$ cat config.mk
export PLATFORM = sky130hd
export DESIGN_NAME = keypad_debounce_decode
export DESIGN_NICKNAME = d
export VERILOG_FILES = /design/src/rtl/keypad_debounce_decode.sv
export SDC_FILE = /design/constraint.sdc
export NUM_CORES = 1
export LEC_CHECK = 0
export BUFFER_PORTS_ARGS = -buffer_cell sky130_fd_sc_hd__clkbuf_2
export CAP_MARGIN = 25
export CORE_UTILIZATION = 39
export CTS_CLUSTER_SIZE = 14
export DETAILED_ROUTE_END_ITERATION = 8
export SYNTH_ARGS = -nofsm -noshare
export SYNTH_HDL_FRONTEND = slang
export SYNTH_SLANG_ARGS = --single-unit
export TNS_END_PERCENT = 10
$ cat constraint.sdc
create_clock -name clk -period 2.5 [get_ports clk]
set_input_delay 0.5 -clock clk [delete_from_list [all_inputs] [get_ports clk]]
set_output_delay 0.5 -clock clk [all_outputs]
set_load 0.02 [all_outputs]
$ cat src/rtl/keypad_debounce_decode.sv
// Single-key debouncer and hex decoder for a column-scanned 4x4 keypad.
// Accepts a press and a release after DEBOUNCE_SCANS consecutive samples of the key's column.
module keypad_debounce_decode #(
  parameter int DEBOUNCE_SCANS = 4  // legal range 2..255
) (
  input  logic       clk,
  input  logic       reset,
  input  logic [7:0] rcbits,
  output logic [3:0] key_code,
  output logic       key_valid,
  output logic       key_down,
  output logic       key_release
);

  typedef enum logic [1:0] {IDLE, DEBOUNCE, PRESSED} state_t;

  localparam logic [7:0] SCANS = 8'(DEBOUNCE_SCANS);

  state_t     state_q, state_d;
  logic [3:0] cand_row_q, cand_row_d;
  logic [3:0] cand_col_q, cand_col_d;
  logic [7:0] cnt_q, cnt_d;
  logic [7:0] rel_q, rel_d;
  logic [3:0] key_code_q, key_code_d;
  logic       key_valid_q, key_valid_d;
  logic       key_down_q, key_down_d;
  logic       key_release_q, key_release_d;

  logic [3:0] row, col;
  logic       col_ok, hit, cand_sample;

  function automatic logic is_onehot(input logic [3:0] v);
    return (v != 4'd0) && ((v & (v - 4'd1)) == 4'd0);
  endfunction

  function automatic logic [1:0] onehot_idx(input logic [3:0] v);
    case (v)
      4'b0010: return 2'd1;
      4'b0100: return 2'd2;
      4'b1000: return 2'd3;
      default: return 2'd0;
    endcase
  endfunction

  function automatic logic [3:0] decode(input logic [1:0] r, input logic [1:0] c);
    case ({r, c})
      4'h0: return 4'h1;  4'h1: return 4'h2;  4'h2: return 4'h3;  4'h3: return 4'hA;
      4'h4: return 4'h4;  4'h5: return 4'h5;  4'h6: return 4'h6;  4'h7: return 4'hB;
      4'h8: return 4'h7;  4'h9: return 4'h8;  4'hA: return 4'h9;  4'hB: return 4'hC;
      4'hC: return 4'hE;  4'hD: return 4'h0;  4'hE: return 4'hF;  default: return 4'hD;
    endcase
  endfunction

  // Counters clamp at SCANS so a long hold can never wrap them.
  function automatic logic [7:0] sat_inc(input logic [7:0] v);
    return (v >= SCANS) ? SCANS : v + 8'd1;
  endfunction

  assign row         = rcbits[7:4];
  assign col         = rcbits[3:0];
  assign col_ok      = is_onehot(col);
  assign hit         = col_ok && is_onehot(row);
  assign cand_sample = col_ok && (col == cand_col_q);

  // NOTE: every always_comb output gets a default first, so no path can infer a latch.
  always_comb begin
    state_d       = state_q;
    cand_row_d    = cand_row_q;
    cand_col_d    = cand_col_q;
    cnt_d         = cnt_q;
    rel_d         = rel_q;
    key_code_d    = key_code_q;
    key_valid_d   = 1'b0;
    key_down_d    = key_down_q;
    key_release_d = 1'b0;

    case (state_q)
      IDLE: begin
        if (hit) begin
          cand_row_d = row;
          cand_col_d = col;
          cnt_d      = 8'd1;
          state_d    = DEBOUNCE;
        end
      end
      DEBOUNCE: begin
        if (cand_sample) begin
          if (row == cand_row_q) begin
            cnt_d = sat_inc(cnt_q);
            if (cnt_d == SCANS) begin
              key_code_d  = decode(onehot_idx(cand_row_q), onehot_idx(cand_col_q));
              key_valid_d = 1'b1;
              key_down_d  = 1'b1;
              rel_d       = 8'd0;
              state_d     = PRESSED;
            end
          end else begin
            cnt_d   = 8'd0;
            state_d = IDLE;
          end
        end
      end
      PRESSED: begin
        // Extra rows on the same column are tolerated as long as our row stays set.
        if (cand_sample) begin
          if ((row & cand_row_q) == 4'd0) begin
            rel_d = sat_inc(rel_q);
            if (rel_d == SCANS) begin
              key_down_d    = 1'b0;
              key_release_d = 1'b1;
              cnt_d         = 8'd0;
              state_d       = IDLE;
            end
          end else begin
            rel_d = 8'd0;
          end
        end
      end
      default: state_d = IDLE;
    endcase
  end

  // NOTE: sequential state uses non-blocking assignments so all registers update together.
  always_ff @(posedge clk or posedge reset) begin
    if (reset) begin
      state_q       <= IDLE;
      cand_row_q    <= 4'd0;
      cand_col_q    <= 4'd0;
      cnt_q         <= 8'd0;
      rel_q         <= 8'd0;
      key_code_q    <= 4'd0;
      key_valid_q   <= 1'b0;
      key_down_q    <= 1'b0;
      key_release_q <= 1'b0;
    end else begin
      state_q       <= state_d;
      cand_row_q    <= cand_row_d;
      cand_col_q    <= cand_col_d;
      cnt_q         <= cnt_d;
      rel_q         <= rel_d;
      key_code_q    <= key_code_d;
      key_valid_q   <= key_valid_d;
      key_down_q    <= key_down_d;
      key_release_q <= key_release_d;
    end
  end

  assign key_code    = key_code_q;
  assign key_valid   = key_valid_q;
  assign key_down    = key_down_q;
  assign key_release = key_release_q;

endmodule

==> flow_summary.html <==
<table>
<tr><th>Metric</th><th>Value</th></tr>
<tr><th colspan="2">Status</th></tr>
<tr><td>Run status</td><td>completed</td></tr>
<tr><th colspan="2">Timing</th></tr>
<tr><td>Final Max Tran Viols</td><td>0</td></tr>
<tr><td>Final period util</td><td>0.911</td></tr>
<tr><td>Total negative setup slack</td><td>0 ns</td></tr>
<tr><td>Post-Route Skew</td><td>0.00379 ns</td></tr>
<tr><td>Shortest clock period the worst path allows after layout</td><td>2.28 ns</td></tr>
<tr><td>Final hold slack</td><td>0.274 ns</td></tr>
<tr><td>Top achievable clock speed</td><td>0.439 GHz</td></tr>
<tr><td>Least-Margin Pin Slew</td><td>0.554 ns</td></tr>
<tr><td>Max-slew headroom at the worst pin</td><td>0.628</td></tr>
<tr><td>Setup repair after global routing missed its margin</td><td>no</td></tr>
<tr><td>Final Setup Violations</td><td>0</td></tr>
<tr><td>Fin. Hold Viols</td><td>0</td></tr>
<tr><th colspan="2">Logic synthesis</th></tr>
<tr><td>Yosys synthesis warning count</td><td>0</td></tr>
<tr><td>Cell area after synthesis</td><td>1930 um^2</td></tr>
<tr><td>Count leader, synth</td><td>dfrtp_1</td></tr>
<tr><td>Average cell area after synthesis</td><td>11.2 um^2</td></tr>
<tr><td>Biggest area contributors in the synthesized netlist</td><td>dfrtp_1, ha_1, mux2_2</td></tr>
<tr><td>Commonest cells in the netlist</td><td>dfrtp_1, ha_1, mux2_2, inv_1</td></tr>
<tr><td>Cell accounting for the most synthesized area</td><td>dfrtp_1</td></tr>
<tr><td>Ys async rst share</td><td>1.00</td></tr>
<tr><td>Share of the synthesized area in the top cell type</td><td>0.427</td></tr>
<tr><td>Share of the yosys chip area belonging to registers</td><td>0.427</td></tr>
<tr><td>Gate count of the mapped netlist</td><td>172</td></tr>
<tr><td>Mapped Nets</td><td>199</td></tr>
<tr><td>Number of unique standard cell types used by synthesis</td><td>42</td></tr>
<tr><td>Count of flip-flops with a built-in enable after synthesis</td><td>0</td></tr>
<tr><td>Most instantiated flip-flop cell in the synthesis netlist</td><td>dfrtp_1</td></tr>
<tr><td>Flip-flop and latch count after synthesis</td><td>33</td></tr>
<tr><th colspan="2">Finish</th></tr>
<tr><td># diodes</td><td>0</td></tr>
<tr><td>Fraction of layout instances using a drive strength above 1</td><td>0.278</td></tr>
<tr><td>Fin area</td><td>2220 um^2</td></tr>
<tr><td>Relative area change from synthesis to final layout</td><td>15.0%</td></tr>
<tr><td>Nets</td><td>224</td></tr>
<tr><td>Fill cells</td><td>456</td></tr>
<tr><th colspan="2">Flow run</th></tr>
<tr><td>Number of max-capacitance violations reported</td><td>0</td></tr>
<tr><th colspan="2">Clocking</th></tr>
<tr><td># Post-CTS Setup Buffers</td><td>0</td></tr>
<tr><td>Post-cts hold buffer count</td><td>0</td></tr>
<tr><td>Clock tree from TritonCTS</td><td>yes</td></tr>
<tr><td>Number of buffers inserted during clock tree synthesis</td><td>5</td></tr>
<tr><td>Sink Count</td><td>33</td></tr>
<tr><td>CTS resizes</td><td>0</td></tr>
<tr><td>H-Tree Depth</td><td>2</td></tr>
<tr><td>CTS clock-pin slew for the worst setup and hold paths</td><td>0.06 ns</td></tr>
<tr><td>Clock Latency Late Sink</td><td>0.29 ns</td></tr>
<tr><td>Max Root-Sink Buffers</td><td>2</td></tr>
<tr><td>Clock tree root driver cell</td><td>clkbuf_8</td></tr>
<tr><th colspan="2">Critical path</th></tr>
<tr><td>Cell count of the worst reg-to-reg path</td><td>7</td></tr>
<tr><td>Required time worst endpoint</td><td>2.67 ns</td></tr>
<tr><td>R2R Path Start</td><td>rel_q[0]</td></tr>
<tr><td>Worst reg-to-reg setup slack</td><td>0.22 ns</td></tr>
<tr><td>WP data arrival</td><td>2.45 ns</td></tr>
<tr><td>Critical Path Source Type</td><td>register</td></tr>
<tr><td>Endpoint class of the critical path</td><td>register</td></tr>
<tr><td>Critical path class</td><td>register to register</td></tr>
<tr><td>Worst setup path startpoint</td><td>rel_q[0]</td></tr>
<tr><td>Critical path peak fanout</td><td>8</td></tr>
<tr><td>Capturing point of the worst reg2reg path</td><td>cnt_q[2]</td></tr>
<tr><th colspan="2">Place</th></tr>
<tr><td>Final HPWL from detailed placement</td><td>2690 um</td></tr>
<tr><td>IO Port Bufs</td><td>16</td></tr>
<tr><td>Placer Congestion</td><td>0.856</td></tr>
<tr><td>Post-placement cell area</td><td>2120 um^2</td></tr>
<tr><th colspan="2">Floorplan</th></tr>
<tr><td>Total die area</td><td>5250 um^2</td></tr>
<tr><td>Row cnt</td><td>25</td></tr>
<tr><td>Floorplan die height</td><td>72.4 um</td></tr>
<tr><td>Width of the die</td><td>72.4 um</td></tr>
<tr><td>Initial core utilization</td><td>0.407</td></tr>
<tr><td>Num ports</td><td>17</td></tr>
<tr><td>Total core area</td><td>4750 um^2</td></tr>
<tr><th colspan="2">Global route</th></tr>
<tr><td>Total global-route track usage</td><td>0.156</td></tr>
<tr><td>Number of global-route vias before repair</td><td>1343</td></tr>
<tr><td>Total global routing overflow</td><td>0</td></tr>
<tr><td>Antenna violations before repair</td><td>0</td></tr>
<tr><td>Largest net degree at the start of global routing</td><td>34</td></tr>
<tr><td>First-pass GRT wire length</td><td>6190 um</td></tr>
<tr><th colspan="2">Detailed routing</th></tr>
<tr><td>Number of remaining DRC errors</td><td>0</td></tr>
<tr><td>Per-cell via count in the routed design</td><td>4.99</td></tr>
<tr><td>Routed Antenna Nets</td><td>0</td></tr>
<tr><td>Vias post-DR</td><td>1323</td></tr>
<tr><td>Violation count after the first detailed-routing iteration</td><td>64</td></tr>
<tr><td>Total wire length after detailed routing</td><td>3540 um</td></tr>
<tr><td>Drt first pass iters</td><td>4</td></tr>
<tr><td>Mean routed wirelength per cell</td><td>13.4 um</td></tr>
<tr><th colspan="2">Hold path</th></tr>
<tr><td>Min-delay worst type</td><td>primary input to asynchronous set/reset pin</td></tr>
<tr><th colspan="2">Pwr</th></tr>
<tr><td>Worst VDD drop</td><td>0.631 mV</td></tr>
<tr><td>Pleak</td><td>1.06 nW</td></tr>
<tr><td>Power per cell area</td><td>872 nW/um^2</td></tr>
</table>
==> layout make-up <==
class	instances	area (um^2)	share of cell area
Clock inverter	1	5.00	0.00225
Clock buffer	7	96.3	0.0433
Inverter	13	48.8	0.0219
Tap cell	67	83.8	0.0377
Multi-Input combinational cell	123	1050	0.471
Sequential cell	33	826	0.371
Timing Repair Buffer	21	118	0.0529
==> cells in the final DEF, fill, tap and decap left out, drive strengths merged, types with 3 or more instances in the layout <==
cell type	n
and2	5
buf	5
clkbuf	23
dfrtp	33
ha	17
inv	13
mux2	17
mux2i	8
nand2	6
nand3	3
nand4	3
nor2	8
nor2b	3
nor3	4
nor4b	4
o21ai	5
or3	4
or4	3
xnor2	8
==> per-stage QoR <==
stage	total power [mW]	instances	worst slack, ns	utilization
after floorplan	1.33	172	0.0408	-
after global placement	1.45	257	0.136	0.447
after detailed placement	1.51	257	0.0515	0.447
after CTS	1.96	265	0.181	0.468
after global routing	2.09	265	0.0511	0.468
final	1.94	265	0.221	0.468
==> power by group <==
group	switching, mW	leakage, nW	total [mW]	internal, mW
sequential	0.0993	0.427	0.717	0.618
clock	0.195	0.0542	0.443	0.249
combinational	0.392	0.579	0.779	0.387
total	0.686	1.06	1.94	1.25
==> metal layers <==
layer / track usage / part of all wire / vias to the layer above / wire, um
li1: - / - / 652 / -
met4: 0.0654 / 0.017 / 0 / 62
met3: 0.0458 / 0.035 / 5 / 124
met2: 0.252 / 0.46 / 20 / 1640
met5: 0 / 0 / - / 0
met1: 0.196 / 0.48 / 646 / 1710
==> worst max path at each step <==
| stage | end | slack (ns) | cells past startpoint |
|---|---|---|---|
| final | cnt_q[2] | 0.22 | 7 |
| after global routing | cnt_q[2] | 0.05 | 7 |
| after CTS | cnt_q[2] | 0.18 | 7 |
| after detailed placement | cnt_q[2] | 0.05 | 6 |
| after global placement | cnt_q[2] | 0.14 | 6 |
| after floorplan | key_code[0] | 0.04 | 6 |
==> flip-flops by register name, summed over array words and instances, names as in the netlist, 2 cells and up <==
| register | flops |
|---|---|
| state_q | 2 |
| cand_row_q | 4 |
| cand_col_q | 4 |
| key_code | 4 |
| rel_q | 8 |
| cnt_q | 8 |
==> logic make-up after synthesis <==
| group | Yosys count | share of synthesized area |
|---|---|---|
| flip-flops | 33 | 0.427 |
| adder cells (fa/ha/maj) | 17 | 0.110 |
| multiplexers | 25 | 0.142 |
| AND/OR/NAND/NOR | 56 | 0.186 |
| AO/OA/AOI/OAI | 15 | 0.0582 |
| buffers and inverters | 16 | 0.0317 |
| XOR/XNOR | 10 | 0.0453 |
==> worst max-delay path, stage by stage, from the launching register on <==
cell	delay, ns
dfrtp_1	0.41
inv_1	0.06
ha_1	0.29
and3b_1	0.19
a2111oi_2	0.43
o21ai_1	0.20
nand4b_2	0.23
mux2_2	0.36
Note: power is estimated with default switching activity, not from simulation.
